File: config.mk
export PLATFORM = sky130hd
export DESIGN_NAME = modedemux
export DESIGN_NICKNAME = d
export VERILOG_FILES = /design/src/rtl/modemux_pkg.sv /design/src/rtl/modedemux_fifo.sv /design/src/rtl/modedemux.sv
export SDC_FILE = /design/constraint.sdc
export NUM_CORES = 1
export LEC_CHECK = 0
export CAP_MARGIN = 0
export CORE_ASPECT_RATIO = 1.1
export CORE_UTILIZATION = 55
export DETAILED_ROUTE_END_ITERATION = 8
export GPL_TIMING_DRIVEN = 0
export MAX_ROUTING_LAYER = met4
export PLACE_DENSITY = 0.8
export REMOVE_ABC_BUFFERS = 1
export SLEW_MARGIN = 40
export SYNTH_ARGS = -nofsm -noshare
export SYNTH_HDL_FRONTEND = slang
export SYNTH_SLANG_ARGS = --single-unit
File: constraint.sdc
create_clock -name clk -period 3.8 [get_ports clk]
set_clock_uncertainty 0.2 [all_clocks]
set_input_delay 0.38 -clock clk [delete_from_list [all_inputs] [get_ports clk]]
set_output_delay 0.38 -clock clk [all_outputs]
set_load 0.02 [all_outputs]
File: src/rtl/modemux_pkg.sv
// Shared definitions for the modemux arbiter and the modedemux distributor:
// lane count, lane index type, mode encodings and the round-robin lane search.
package modemux_pkg;

    localparam int NLANES = 4;

    typedef logic [1:0] lane_t;

    localparam logic MODE_FIXED = 1'b0;
    localparam logic MODE_RR    = 1'b1;

    // First lane at or after ptr (modulo NLANES) whose bit in full is clear.
    function automatic lane_t rr_pick(input lane_t ptr, input logic [NLANES-1:0] full);
        lane_t cand;
        rr_pick = ptr;
        for (int k = NLANES - 1; k >= 0; k--) begin
            cand = lane_t'(ptr + lane_t'(k));
            if (!full[cand]) rr_pick = cand;
        end
    endfunction

endpackage

File: src/rtl/modedemux_fifo.sv
// Per-lane FIFO for modedemux: DEPTH entries of DW bits, head word always
// visible on dout, storage cleared by the asynchronous active-low reset.
module demux_fifo #(
    parameter int DW    = 8,
    parameter int DEPTH = 2
) (
    input  logic          clk,
    input  logic          rst,
    input  logic          push,
    input  logic [DW-1:0] din,
    input  logic          pop,
    output logic [DW-1:0] dout,
    output logic          full,
    output logic          empty
);

    localparam int AW = $clog2(DEPTH);

    // Pointers carry one extra wrap bit so full and empty are distinguishable.
    logic [AW:0]   wr_ptr;
    logic [AW:0]   rd_ptr;
    logic [DW-1:0] mem [DEPTH];
    logic          do_push;
    logic          do_pop;

    assign empty   = (wr_ptr == rd_ptr);
    assign full    = (wr_ptr[AW] != rd_ptr[AW]) && (wr_ptr[AW-1:0] == rd_ptr[AW-1:0]);
    assign do_push = push && !full;
    assign do_pop  = pop && !empty;
    assign dout    = mem[rd_ptr[AW-1:0]];

    // NOTE: sequential state uses non-blocking assignments so every register
    // samples pre-edge values regardless of statement order.
    always_ff @(posedge clk or negedge rst) begin
        if (!rst) begin
            wr_ptr <= '0;
            rd_ptr <= '0;
        end else begin
            if (do_push) wr_ptr <= wr_ptr + {{AW{1'b0}}, 1'b1};
            if (do_pop)  rd_ptr <= rd_ptr + {{AW{1'b0}}, 1'b1};
        end
    end

    // NOTE: the storage array is reset because a cleared head word must show
    // on dout after reset; this keeps it in flops rather than a RAM macro.
    always_ff @(posedge clk or negedge rst) begin
        if (!rst) begin
            for (int i = 0; i < DEPTH; i++) mem[i] <= '0;
        end else if (do_push) begin
            mem[wr_ptr[AW-1:0]] <= din;
        end
    end

endmodule

File: src/rtl/modedemux.sv
// Four-lane distributor: routes one source stream to per-lane FIFOs, by
// destination tag or round-robin. Define MODEDEMUX_CNT_EN to add xfer_cnt.
module modedemux
    import modemux_pkg::*;
#(
    parameter int DW    = 8,
    parameter int DEPTH = 2
) (
    input  logic              clk,
    input  logic              rst,
    input  logic              mode,
    input  logic              in_valid,
    input  logic [DW-1:0]     in_data,
    input  lane_t             in_dest,
    output logic              in_ready,
    input  logic [NLANES-1:0] out_ready,
    output logic [NLANES-1:0] out_valid,
    output logic [DW-1:0]     out_data0,
    output logic [DW-1:0]     out_data1,
    output logic [DW-1:0]     out_data2,
    output logic [DW-1:0]     out_data3,
    output lane_t             last_lane
`ifdef MODEDEMUX_CNT_EN
    ,
    output logic [15:0]       xfer_cnt
`endif
);

    logic [NLANES-1:0] full;
    logic [NLANES-1:0] empty;
    logic [NLANES-1:0] push;
    logic [NLANES-1:0] pop;
    logic [DW-1:0]     lane_data [NLANES];
    lane_t             rr_ptr;
    lane_t             sel;
    logic              accept;

    // NOTE: every always_comb output gets a default first so no path
    // leaves it unassigned and no latch is inferred.
    always_comb begin
        sel      = in_dest;
        in_ready = 1'b0;
        if (rst) begin
            if (mode == MODE_RR) begin
                sel      = rr_pick(rr_ptr, full);
                in_ready = ~&full;
            end else if (mode == MODE_FIXED) begin
                in_ready = ~full[in_dest];
            end
        end
    end

    assign accept = in_valid && in_ready;

    // in_ready depends only on registered fullness, so a lane popped on the
    // same edge it is full still refuses the incoming word.
    for (genvar i = 0; i < NLANES; i++) begin : g_lane
        assign push[i] = accept && (sel == lane_t'(i));
        assign pop[i]  = !empty[i] && out_ready[i];

        demux_fifo #(
            .DW    (DW),
            .DEPTH (DEPTH)
        ) u_fifo (
            .clk   (clk),
            .rst   (rst),
            .push  (push[i]),
            .din   (in_data),
            .pop   (pop[i]),
            .dout  (lane_data[i]),
            .full  (full[i]),
            .empty (empty[i])
        );
    end

    assign out_valid = ~empty;
    assign out_data0 = lane_data[0];
    assign out_data1 = lane_data[1];
    assign out_data2 = lane_data[2];
    assign out_data3 = lane_data[3];

    // The pointer advances only on round-robin accepts and survives mode changes.
    always_ff @(posedge clk or negedge rst) begin
        if (!rst) begin
            rr_ptr    <= '0;
            last_lane <= '0;
        end else if (accept) begin
            last_lane <= sel;
            if (mode == MODE_RR) rr_ptr <= lane_t'(sel + lane_t'(1));
        end
    end

`ifdef MODEDEMUX_CNT_EN
    always_ff @(posedge clk or negedge rst) begin
        if (!rst)        xfer_cnt <= '0;
        else if (accept) xfer_cnt <= xfer_cnt + 16'd1;
    end
`endif

endmodule

---- After elaboration in Yosys (flattened, before gate mapping) ----
Cells that the tools add are included.
operators by class
  add/subtract/negate cells ............... 12
  order comparisons ....................... 17
  equal/unequal tests ..................... 15
  mux-type cells .......................... 42
  bitwise operators ....................... 10
  reduce and logical (&&, ||, !) cells .... 37
operators by type and width
  kind                 count
  $mux 8               16
  $bwmux 16            4
  $demux 8 s1          4
  $logic_and 1x1->1    25
  $add 2x1->2 const B  10
  $ge 2x2->1 const B   8
  $not 1->2            8
  $lt 2x3->1 const B   5
  $mux 2               6
  $bmux 1 s2           5
  $logic_not 1->1      9
  $eq 2x2->1           4
  $lt 2x1->1 const B   4
  $mux 1               7
  $add 2x2->2 const B  2
  $eq 1x1->1           4
  $eq 2x2->1 const B   2
  $ne 1x1->1           4
  $not 4->4            1
  $reduce_and 4->1     1
  $eq 2x1->1 const B   1
  $logic_not 2->1      1
  $reduce_and 2->1     1
  $not 1->1            1
word-level totals
  bits in registers ....................... 84
  input bits .............................. 18
  output and inout port bits .............. 39
  logic and storage cells ................. 151

---- Depth between registers and ports, before layout ----
  word-level depth ........................ 13
  mapped depth ............................ 8
  gate-level depth less buffers ........... 6

---- Cells and area by module ----
Synthesis repeated with hierarchy kept, for this count alone.
unflattened totals
  cells, all modules ...................... 323
  area, all modules ....................... 4,162.7 um^2
by module, submodules not included
  module                              instances  cells each  area an instance (um^2)  sequential area each (um^2)
  demux_fifo at g_lane[0].u_fifo ...  3          68          930.9                    500.5
  demux_fifo at g_lane[3].u_fifo      1          70          953.4                    500.5
  modedemux                           1          49          416.6                    100.1

---- Least setup slack after synthesis ----
Ideal clock, no wire load.
  path type ............................... reg-to-reg
  from .................................... reg g_lane[3].u_fifo.wr_ptr[0]
  to ...................................... reg g_lane[0].u_fifo.mem[10] in the netlist's numbering
  library setup time ...................... 0.125 ns
  data arrival time ....................... 2.325 ns
  required time ........................... 3.475 ns
  path slack .............................. 1.150 ns
  cell stages (with the launch flop) ...... 9
  path buffers ............................ 2
  clock period less this slack ............ 2.650 ns
  path through ............................ dfrtp_1 xnor2_1 nand2_1 o311ai_1 o211ai_1 buf_4 or4_4 buf_6 mux2_4
between the ends
  longest elaborated chain between the ends .. 13
  elaborated cells on any way between the ends .. 27
  those cells by class .................... 1 x eq/ne; 18 x mux; 1 x bitwise; 7 x reduce/logical
ends and longest elaborated chain
  what                            line                  RTL
  start: declaration              modedemux_fifo.sv:20  logic [AW:0] wr_ptr;
  start signal: assignment        modedemux_fifo.sv:39  if (do_push) wr_ptr <= wr_ptr + {{AW{1'b0}}, 1'b1};
  $eq 1x1->1 *                    modedemux_fifo.sv:27  assign full = (wr_ptr[AW] != rd_ptr[AW]) && (wr_ptr[AW-1:0] == rd_ptr[AW-1:0]);
  $logic_and 1x1->1 *             modedemux_fifo.sv:27
  $bmux 1 s2                      modemux_pkg.sv:18     if (!full[cand]) rr_pick = cand;
  $mux 1 (not written as such)    modemux_pkg.sv:18
  $mux 2 (4 in a row)             modemux_pkg.sv:18
  $mux 2                          modedemux.sv:44       if (mode == MODE_RR) begin
  $mux 2                          modedemux.sv:43       if (rst) begin
  $logic_not 2->1                 modedemux.sv:58       assign push[i] = accept && (sel == lane_t'(i));
  $logic_and 1x1->1 *             modedemux.sv:58
  $logic_and 1x1->1 *             modedemux_fifo.sv:28  assign do_push = push && !full;
  end signal: indexed assignment  modedemux_fifo.sv:50  mem[wr_ptr[AW-1:0]] <= din;
  end: declaration                modedemux_fifo.sv:22  logic [DW-1:0] mem [DEPTH];
Every way passes the cells marked *; elsewhere a longest branch is shown, timed or not. The select of a mux whose other input is x is not followed.
A chain may end at the register's enable or synchronous reset.

---- Worst setup path after layout ----
  from .................................... reg g_lane[3].u_fifo.rd_ptr[0]
  to ...................................... reg g_lane[0].u_fifo.mem[1] in the netlist's numbering
between the ends
  longest elaborated chain between the ends .. 13
  elaborated cells on any way between the ends .. 27
  those cells by class .................... 1 x eq/ne; 18 x mux; 1 x bitwise; 7 x reduce/logical
ends and longest elaborated chain
  what                          line                  RTL
  start: declaration            modedemux_fifo.sv:21  logic [AW:0] rd_ptr;
  start signal: assignment      modedemux_fifo.sv:40  if (do_pop) rd_ptr <= rd_ptr + {{AW{1'b0}}, 1'b1};
  $eq 1x1->1 *                  modedemux_fifo.sv:27
  $logic_and 1x1->1 *           modedemux_fifo.sv:27
  $bmux 1 s2                    modemux_pkg.sv:18
  $mux 1 (not written as such)  modemux_pkg.sv:18
  $mux 2 (4 in a row)           modemux_pkg.sv:18
  $mux 2                        modedemux.sv:44
  $mux 2                        modedemux.sv:43
  $logic_not 2->1               modedemux.sv:58
  $logic_and 1x1->1 *           modedemux.sv:58
  $logic_and 1x1->1 *           modedemux_fifo.sv:28
Marks and branches as above.

==> results.md <==
- The total of endpoints with negative setup slack in the final report is 0.
- The initial utilization of the core area, before any placement, comes to 57.4%.
- The first-pass GRT wire length is 13.2 mm.
- Setup repair after global routing left no endpoint under its margin.
- The number of hold violations in the final report is 0.
- The startpoint identified for the worst register-to-register timing path is g_lane[3].u_fifo.rd_ptr[0].
- Max-cap violations in this run came to 0.
- Clock-pin slew was measured on the worst setup and hold paths at 0.10 ns.
- In this run the tool buffered the top-level ports with 56 buffer cells.
- The H-tree was split into 3 levels.
- STA classifies the critical path endpoint as a flop.
- The violation count after the first detailed-route iteration is 79.
- In the post-synthesis netlist, the biggest area contributors are dfrtp_1 52%, mux2_2 23%, mux2_4 5.9%, xnor2_1 4.5%, nand2_1 1.5%.
- The wire-length estimate of the detail-placed layout is 5.46 mm.
- For this run the aggregate overflow at the end of global routing stands at 0.
- In the final routed layout, each cell accounts on average for 17.9 um.
- The final route contains 2459 vias.
- The slew of the pin with the lowest slew margin is 0.849 ns.
- The synthesized area is 4040 sq um.
- The length of the first detailed-routing pass in iterations is 4.
- Headroom to the max-slew limit came out at 43.4%.
- In this run the most used layer during global routing was met2.
- The area added between synthesis and finish is 21.1%.
- The antenna cell count is 0.
- The endpoint of the worst-slack reg-to-reg timing path is g_lane[0].u_fifo.mem[1].
- The number of enable-type register cells in the synthesized netlist is 0.
- The post-route netlist has 36.6% of its cells at a drive strength greater than 1.
- The number of slew-limit violations in the final report is 0.
- Clock tree synthesis inserted a total of 9 buffers.
- In this run the static leakage power is 2.20 nW.
- Synthesis instantiated 39 different standard cells from the library.
- The minimum clock period is 3.63 ns.
- Dividing the synthesized area by the synthesized cell count gives 14.0 sq um.
- For this run, the post-layout net count is 368.
- Setup slack closes at 0.174 ns.
- The routability congestion estimate is 0.872.
- At the placement stage, the worst setup path has a slack of 0.203 ns.
- The power per cell area is 965 nW/um^2.
- The number of global-route vias before repair is 2616.
- Measured along the x axis, the die boundary spans 83.8 um.
- In this run the biggest area consumer among cell types represents 52.0% of the synthesized area.
- The number of design rule violations left after detail routing is 0.
- The total wire length is 7.86 mm.
- The worst supply voltage drop on vdd is 0.524 mV.
- The worst reg-to-reg setup slack is 0.17 ns.
- The worst endpoint data arrival time is 3.65 ns.
- Counting flops with an async set or reset pin after synthesis yields a share of 100%.
- Using the TritonRoute via totals, the vias-per-cell ratio works out to 5.59.
- The library cell used most frequently in the layout, excluding fill and tap cells, is dfrtp_1.
- The sequential element share of the synthesized area is 52.0%.
- The run finished with clean final reports.
- The number of cells on the worst reg-to-reg path is 6.
- Counting flops and latches in the post-synthesis netlist gives 84.
- After floorplanning, the core was sized to cover 7050 sq um.
- The met2 routing resource usage after global routing is 36.7%.
- The total die area is 7700 sq um.
- The die is 91.9 um tall.
- The highest clock frequency the design can meet is 276 MHz.
- The number of placement rows is 32.
- The synthesized netlist cell count is 288.
- In the layout the commonest cells are 84 x dfrtp_1, 83 x mux2_2, 55 x clkdlybuf4s50_1.
- The clock reaches the later pin of the worst-skew pair after 0.34 ns.
- The share of the clock period used by the worst path is 95.4%.
- Entering global routing, the biggest net connects 54 pins.
- The final non-filler cell area is 4900 sq um.
- Among all flip-flop cells after synthesis, the most frequent one is dfrtp_1.
- The maximum root-to-sink buffer count is 2.
- Data on the critical path is required at its endpoint by 3.83 ns.
- The maximum fanout along the worst path is 15.
- The type of the tightest min-delay check is primary input to async pin.
- The global routing usage on met1 is 30.1%.
- The utilization after layout is 69.5%.
- TritonCTS built the clock tree.
- For this run, the number of Yosys warnings is 0.
- The biggest area consumer among synthesized cells is dfrtp_1.
- The residual antenna-violating net count after detailed routing is 0.
- The number of clock sinks is 84.
- Global routing used 22.7% of the available tracks across all layers.
- The initial antenna violation count is 0.
- The worst setup path is launched from a flop.
- Overall power consumption after layout is estimated at 4.73 mW.
- In this run the count of I/O pins placed on the die edge is 57.
- Global routing used 3.87% of the available met3 tracks.
- The cell sitting at the root of the clock tree is a clkbuf_8.
- The cell area reported after detailed placement is 4700 sq um.
- Fill cells in the final layout number 524.
- The worst setup path category is flop to flop.
[cell families after synthesis]
| logic type | after synthesis | synth area share [%] |
|---|---|---|
| AO/OA/AOI/OAI | 17 | 2.94 |
| flip-flops | 84 | 52.0 |
| AND/OR/NAND/NOR | 48 | 7.80 |
| buffers and inverters | 12 | 1.79 |
| multiplexers | 101 | 29.9 |
| XOR/XNOR | 26 | 5.63 |
[worst max-delay path by stage]
stage / endpoint / slack [ns] / from / depth (start not counted)
after CTS: g_lane[0].u_fifo.mem[1] / 0.14 / g_lane[3].u_fifo.rd_ptr[0] / 6
after floorplan: g_lane[1].u_fifo.mem[0] / 0.55 / g_lane[0].u_fifo.rd_ptr[0] / 6
after global routing: in_ready / 0.01 / g_lane[3].u_fifo.rd_ptr[0] / 5
after global placement: g_lane[1].u_fifo.mem[4] / -3.13 / rst / 7
final: g_lane[0].u_fifo.mem[1] / 0.17 / g_lane[3].u_fifo.rd_ptr[0] / 6
after detailed placement: g_lane[0].u_fifo.mem[1] / 0.20 / g_lane[3].u_fifo.rd_ptr[0] / 6
[registers in the layout (all words and copies together) (netlist names)]
name / count
g_lane.u_fifo.rd_ptr: 8
g_lane.u_fifo.wr_ptr: 8
g_lane.u_fifo.mem: 64
last_lane: 2
rr_ptr: 2
[power by group]
part | internal [mW] | switching (mW) | total, mW
registers | 1.32 | 0.354 | 1.67
logic | 1.35 | 1.11 | 2.46
clock network | 0.247 | 0.349 | 0.595
total | 2.91 | 1.81 | 4.73
[cells in the mapped netlist (all sizes together) (2+ instances only)]
cell     n
nand3    7
mux2    99
and2     6
a21oi    3
o311ai   2
nand4b   3
xnor2   21
xor2     5
nand4    5
buf      6
o211ai   2
dfrtp   84
nand2   16
nor2     4
o21ai    3
o41ai    2
clkbuf   3
or4      2
a21boi   2
inv      3
[per-stage QoR]
step,hold slack (ns),TNS (ns),instances
3_5_place_dp,0.102,0,423
4_1_cts,0.290,0,440
5_1_grt,0.300,0,440
2_1_floorplan,-0.116,0,279
6_report,0.290,0,440
3_3_place_gp,0.278,-303.87,420
[critical path, cell delays in order (launching register included)]
cell,delay [ns]
dfrtp_1,0.59
xnor2_1,0.42
nand2_1,0.19
o311ai_0,0.42
a32oi_2,0.32
or4_1,0.95
mux2_4,0.41
[repair_timing]
item                                    4_1_cts  5_1_grt
endpoints found under the setup margin        0       11
setup buffers                                 0        0
hold endpoints to repair                     31        0
gates resized for setup                       0        1
hold buffers                                  1        0
[final cells by class]
cell class / count / area [sq um] / share of cell area [%]
clock buffers: 9 / 124 / 2.53
clock inverters: 7 / 57.6 / 1.17
multi-input cells: 192 / 1890 / 38.5
well taps: 85 / 106 / 2.17
inverters: 3 / 11.3 / 0.230
repair buffers: 60 / 609 / 12.4
flip-flops and latches: 84 / 2100 / 42.9
[per-layer routing]
layer  vias up  part of all wire [%]
met2        37                    51
met1      1261                    46
met3         4                   2.7
li1       1157                     -
met5         -                     0
met4         0                  0.50
No activity file was read; power rests on OpenSTA's default activity.
